===== src/rtl/clock_switch_pkg.sv =====
// clock_switch_pkg: shared state type and counter sizing for the clock-switch sequencer
package clock_switch_pkg;
  typedef enum logic [2:0] {IDLE, WAIT_LOCK, SETTLE, HOLDOFF, DONE} clksw_state_t;
  function automatic int clog2w(input int max_val);
    return (max_val < 1) ? 1 : $clog2(max_val + 1);
  endfunction
endpackage


===== src/rtl/clock_switch_ctrl_lock_sync.sv =====
// lock_sync: SYNC_STAGES-deep flop chain bringing an asynchronous level into the clk_i domain
module lock_sync #(
  parameter int SYNC_STAGES = 2
) (
  input  logic clk_i,
  input  logic rst_i,
  input  logic d_i,
  output logic q_o
);
  logic [SYNC_STAGES-1:0] r_sync;
  always_ff @(posedge clk_i)
    if (rst_i) r_sync <= '0;
    else r_sync <= {r_sync[SYNC_STAGES-2:0], d_i};
  assign q_o = r_sync[SYNC_STAGES-1];
endmodule


===== src/rtl/clock_switch_ctrl.sv =====
// clock_switch_ctrl: drives the clock-mux select only after the alternate clock's lock is qualified.
// Define CLKSW_TIMEOUT_EN to abort lock qualification after TIMEOUT_CYCLES with an err_o pulse.
module clock_switch_ctrl
  import clock_switch_pkg::*;
#(
  parameter int SYNC_STAGES    = 2,
  parameter int SETTLE_CYCLES  = 16,
  parameter int HOLDOFF_CYCLES = 8,
  parameter int TIMEOUT_CYCLES = 1024
) (
  input  logic clk_i,
  input  logic rst_i,
  input  logic req_valid_i,
  input  logic req_sel_i,
  output logic req_ready_o,
  input  logic lock_i,
  output logic locked_o,
  output logic sel_o,
  output logic busy_o,
  output logic done_o,
  output logic err_o
);
  localparam int CNT_TOP = (SETTLE_CYCLES > HOLDOFF_CYCLES) ? SETTLE_CYCLES : HOLDOFF_CYCLES;
  localparam int CW = clog2w(CNT_TOP);
  localparam logic [CW-1:0] CNT_MAX   = CW'(CNT_TOP);
  localparam logic [CW-1:0] SET_LAST  = CW'(SETTLE_CYCLES - 1);
  localparam logic [CW-1:0] HOLD_LAST = CW'(HOLDOFF_CYCLES - 1);

  if (SYNC_STAGES < 2 || SETTLE_CYCLES < 1 || HOLDOFF_CYCLES < 1 || TIMEOUT_CYCLES < 1) begin : g_bad_params
    $error("clock_switch_ctrl: parameter out of range");
  end

  clksw_state_t r_state, w_next;
  logic          r_sel, w_sel_next, w_locked, w_timeout;
  logic [CW-1:0] r_cnt;

  lock_sync #(.SYNC_STAGES(SYNC_STAGES)) u_lock_sync (
    .clk_i (clk_i),
    .rst_i (rst_i),
    .d_i   (lock_i),
    .q_o   (w_locked)
  );

`ifdef CLKSW_TIMEOUT_EN
  localparam int TW = clog2w(TIMEOUT_CYCLES);
  localparam logic [TW-1:0] TO_MAX = TW'(TIMEOUT_CYCLES);
  logic [TW-1:0] r_tcnt;
  logic          w_qual;
  assign w_qual = (r_state == WAIT_LOCK) || (r_state == SETTLE);
  // Spans WAIT_LOCK and SETTLE, so lock dropouts do not restart the budget
  always_ff @(posedge clk_i)
    if (rst_i || r_state == IDLE) r_tcnt <= '0;
    else if (w_qual && r_tcnt != TO_MAX) r_tcnt <= r_tcnt + 1'b1;
  assign w_timeout = w_qual && (r_tcnt == TO_MAX);
`else
  assign w_timeout = 1'b0;
`endif

  always_comb begin
    w_next     = r_state;
    w_sel_next = r_sel;
    case (r_state)
      IDLE:
        if (req_valid_i) begin
          w_next     = (req_sel_i == r_sel) ? DONE : req_sel_i ? WAIT_LOCK : HOLDOFF;
          w_sel_next = r_sel & req_sel_i;
        end
      WAIT_LOCK: w_next = w_timeout ? IDLE : w_locked ? SETTLE : WAIT_LOCK;
      SETTLE: begin
        w_next     = w_timeout ? IDLE : !w_locked ? WAIT_LOCK : (r_cnt == SET_LAST) ? HOLDOFF : SETTLE;
        w_sel_next = r_sel | (!w_timeout && w_locked && r_cnt == SET_LAST);
      end
      HOLDOFF: w_next = (r_cnt == HOLD_LAST) ? DONE : HOLDOFF;
      DONE:    w_next = IDLE;
      default: w_next = IDLE;
    endcase
  end

  // Phase counter restarts on every state change, so each state counts its own residency
  always_ff @(posedge clk_i)
    if (rst_i) begin
      r_state <= IDLE;
      r_sel   <= 1'b0;
      r_cnt   <= '0;
    end else begin
      r_state <= w_next;
      r_sel   <= w_sel_next;
      r_cnt   <= (w_next != r_state) ? '0 : (r_cnt == CNT_MAX) ? r_cnt : r_cnt + 1'b1;
    end

  assign locked_o    = w_locked;
  assign sel_o       = r_sel;
  assign req_ready_o = (r_state == IDLE);
  assign busy_o      = (r_state != IDLE);
  assign done_o      = (r_state == DONE);
  assign err_o       = w_timeout;
endmodule


===== config.mk =====
export PLATFORM = sky130hd
export DESIGN_NAME = clock_switch_ctrl
export DESIGN_NICKNAME = d
export VERILOG_FILES = /design/src/rtl/clock_switch_pkg.sv /design/src/rtl/clock_switch_ctrl_lock_sync.sv /design/src/rtl/clock_switch_ctrl.sv
export SDC_FILE = /design/constraint.sdc
export NUM_CORES = 1
export LEC_CHECK = 0
export CELL_PAD_IN_SITES_DETAIL_PLACEMENT = 1
export CELL_PAD_IN_SITES_GLOBAL_PLACEMENT = 1
export CORE_MARGIN = 1
export CORE_UTILIZATION = 40
export DETAILED_ROUTE_END_ITERATION = 8
export PLACE_DENSITY_LB_ADDON = 0.05
export SYNTH_ARGS = -nofsm -noshare
export SYNTH_HDL_FRONTEND = slang
export SYNTH_SLANG_ARGS = --single-unit

===== constraint.sdc =====
create_clock -name clk_i -period 4.2 [get_ports clk_i]
set_input_delay 0.84 -clock clk_i [delete_from_list [all_inputs] [get_ports clk_i]]
set_output_delay 0.84 -clock clk_i [all_outputs]
set_load 0.01 [all_outputs]

==> metrics.yaml <==
worst_setup_path:
  crit_path_max_fanout: 12
  worst_ep_required_time_ns: 3.36
  critPathKind: "reg2out"
  critPathArrivalTime_ns: 1.82
  crit_path_start_kind: "flop"
  cp-end-kind: "output port"
yosys:
  ys_seq_area_share_pct: 31.3
  yosys.area.top_type: "dfxtp_1"
  synth.most_common_cell: "dfxtp_1"
  ys_ff_latch: 11
  async_flop_share_pct: 0
  yosysWarnings: 0
  netlist_top_cells_count: "dfxtp_1 (11), inv_1 (8), nor2_1 (6)"
  synth_edf_count: 0
  synthTopCellsByArea: "dfxtp_1 (31%), ha_1 (8.9%), nor4b_4 (6.8%)"
  synth_cell_types: 32
  synth_top_cell_area_share_pct: 31.3
  syn_area_per_cell_um2: 9.90
  syn_inst: 71
  synth_area_um2: 703
  syn-num-nets: 81
  dominantRegCellSynth: "dfxtp_1"
grt:
  grt_start_max_net_pins: 13
  grt_pass1_vias: 509
  antenna_found_initial: 0
  grt_first_pass_wirelength_um: 2280
  grt_usage_pct: 16.9
  overflow: 0
cells_and_area:
  multiInputGateArea_um2: 419
  instances_no_fill: 96
  drive_gt1_share_pct: 13.8
  design_area_um2: 806
  n_antenna_cell: 0
  design.final.nets: 91
  n_fill_cell: 193
  final_util_pct: 51.1
  areaGrowthSynthToFinish_pct: 14.6
  regArea_um2: 220
placed_design:
  port_buffers: 9
  dp_cells: 92
  placed_area_um2: 779
  dp_worst_setup_slack_ns: 1.80
  routabilityCongestion: 0.745
  hpwl_um: 962
timing:
  fin_setup_tns_ns: 0
  layout_worst_path_cycle_share_pct: 63.3
  final_max_slew_viol_count: 0
  hold_violations: 0
  setup_viol: 0
  fin_worst_skew_ns: 0.00106
  fmax_mhz: 376
  rsz0062_at_grt: "no"
  hold_slack_ns: 0.459
  layout_setup_ws_ns: 1.54
  final.min_clock_period_ns: 2.66
floorplan:
  start_util_pct: 44.6
  die_width_um: 43.9
  rows: 14
  ios: 11
  die_y_um: 43.9
  core_mm2: 0.00158
  dieArea_mm2: 0.00193
cts:
  insertion_delay_ns: 0.28
  cts_max_path_buffers: 2
  cts_tree: "yes"
  postCtsSetupBuffers: 0
  cts_resized: 0
  h-tree-depth: 1
  cts_root_buffer: "clkbuf_4"
  cts_hold_buf: 0
  clkTransAtPathRegs_ns: 0.07
  cts_buffers: 3
  cts_sinks: 11
status:
  status: "complete, but fails checks"
  violations: "design-rule violations"
flow_run:
  maxCapViolCount: 0
hold_path:
  hold_path.class: "reg2reg"
drt:
  drt_iter0_markers: 3
  drt-pass1-iter-count: 5
  via_count: 526
  drc: 2
  ant_nets: 0
  wl_per_cell_um: 13.3
  vias_per_cell: 5.48
  wirelength_um: 1280
pwr:
  peakVddDrop_mv: 0.216
  p_leak_nw: 0.286
  power.density_mw_per_mm2: 331
  power.total_uw: 266
## worst max-delay path: stages (launching register included)
cell	delay, ns
dfxtp_1	0.45
or3_2	0.51
inv_1	0.06
clkdlybuf4s50_1	0.52
## registers in the layout (all words and copies together) (netlist names)
signal	flops
r_cnt	5
r_state	3
sel_o	1
u_lock_sync.r_sync	2
## layout make-up
class,instances,area share [%]
Tap cell,16,2.48
Timing Repair Buffer,9,11.2
Sequential cell,11,27.3
Inverter,8,3.73
Clock buffer,4,3.26
Multi-Input combinational cell,48,52.0
## cells by family after synthesis
kind of cell | Yosys count | share of synthesized area (%)
compound gates | 13 | 14.9
xor+xnor | 3 | 3.74
fa+ha+maj | 5 | 8.90
buf+inv | 12 | 9.07
flops | 11 | 31.3
mux | 1 | 1.42
other cells | 1 | 0.533
simple gates | 25 | 30.1
## report_power, final
| part | switching, mW | internal [mW] |
|---|---|---|
| clock network | 0.0388 | 0.0369 |
| registers | 0.0119 | 0.112 |
| logic | 0.0302 | 0.0366 |
| total | 0.0809 | 0.185 |
## layout by cell type, fill, tap and decap left out, types with 2 or more instances in the layout
| master | n |
|---|---|
| nand2_1 | 2 |
| xnor2_1 | 2 |
| nor2b_1 | 5 |
| a21oi_1 | 3 |
| clkbuf_4 | 3 |
| clkdlybuf4s50_1 | 9 |
| ha_1 | 5 |
| dfxtp_1 | 11 |
| nor4b_4 | 2 |
| nor2_1 | 6 |
| a211oi_1 | 3 |
| inv_1 | 8 |
## final timing paths
path	from	to	slack, ns	depth (start not counted)
setup reg to reg	r_cnt[0]	r_cnt[2]	2.56	6
hold reg to reg	u_lock_sync.r_sync[0]	u_lock_sync.r_sync[1]	0.46	1
hold / removal	u_lock_sync.r_sync[0]	u_lock_sync.r_sync[1]	0.46	1
setup / recovery	r_state[1]	req_ready_o	1.54	3
## routing by layer
| metal | global-route usage (%) | up-vias | part of all wire (%) |
|---|---|---|---|
| met1 | 21.2 | 247 | 47 |
| met5 | 0 | - | 0 |
| met3 | 3.75 | 5 | 4.2 |
| li1 | - | 263 | - |
| met4 | 12.7 | 0 | 3.4 |
| met2 | 25.1 | 11 | 46 |
(Power assumes the default switching activity.)
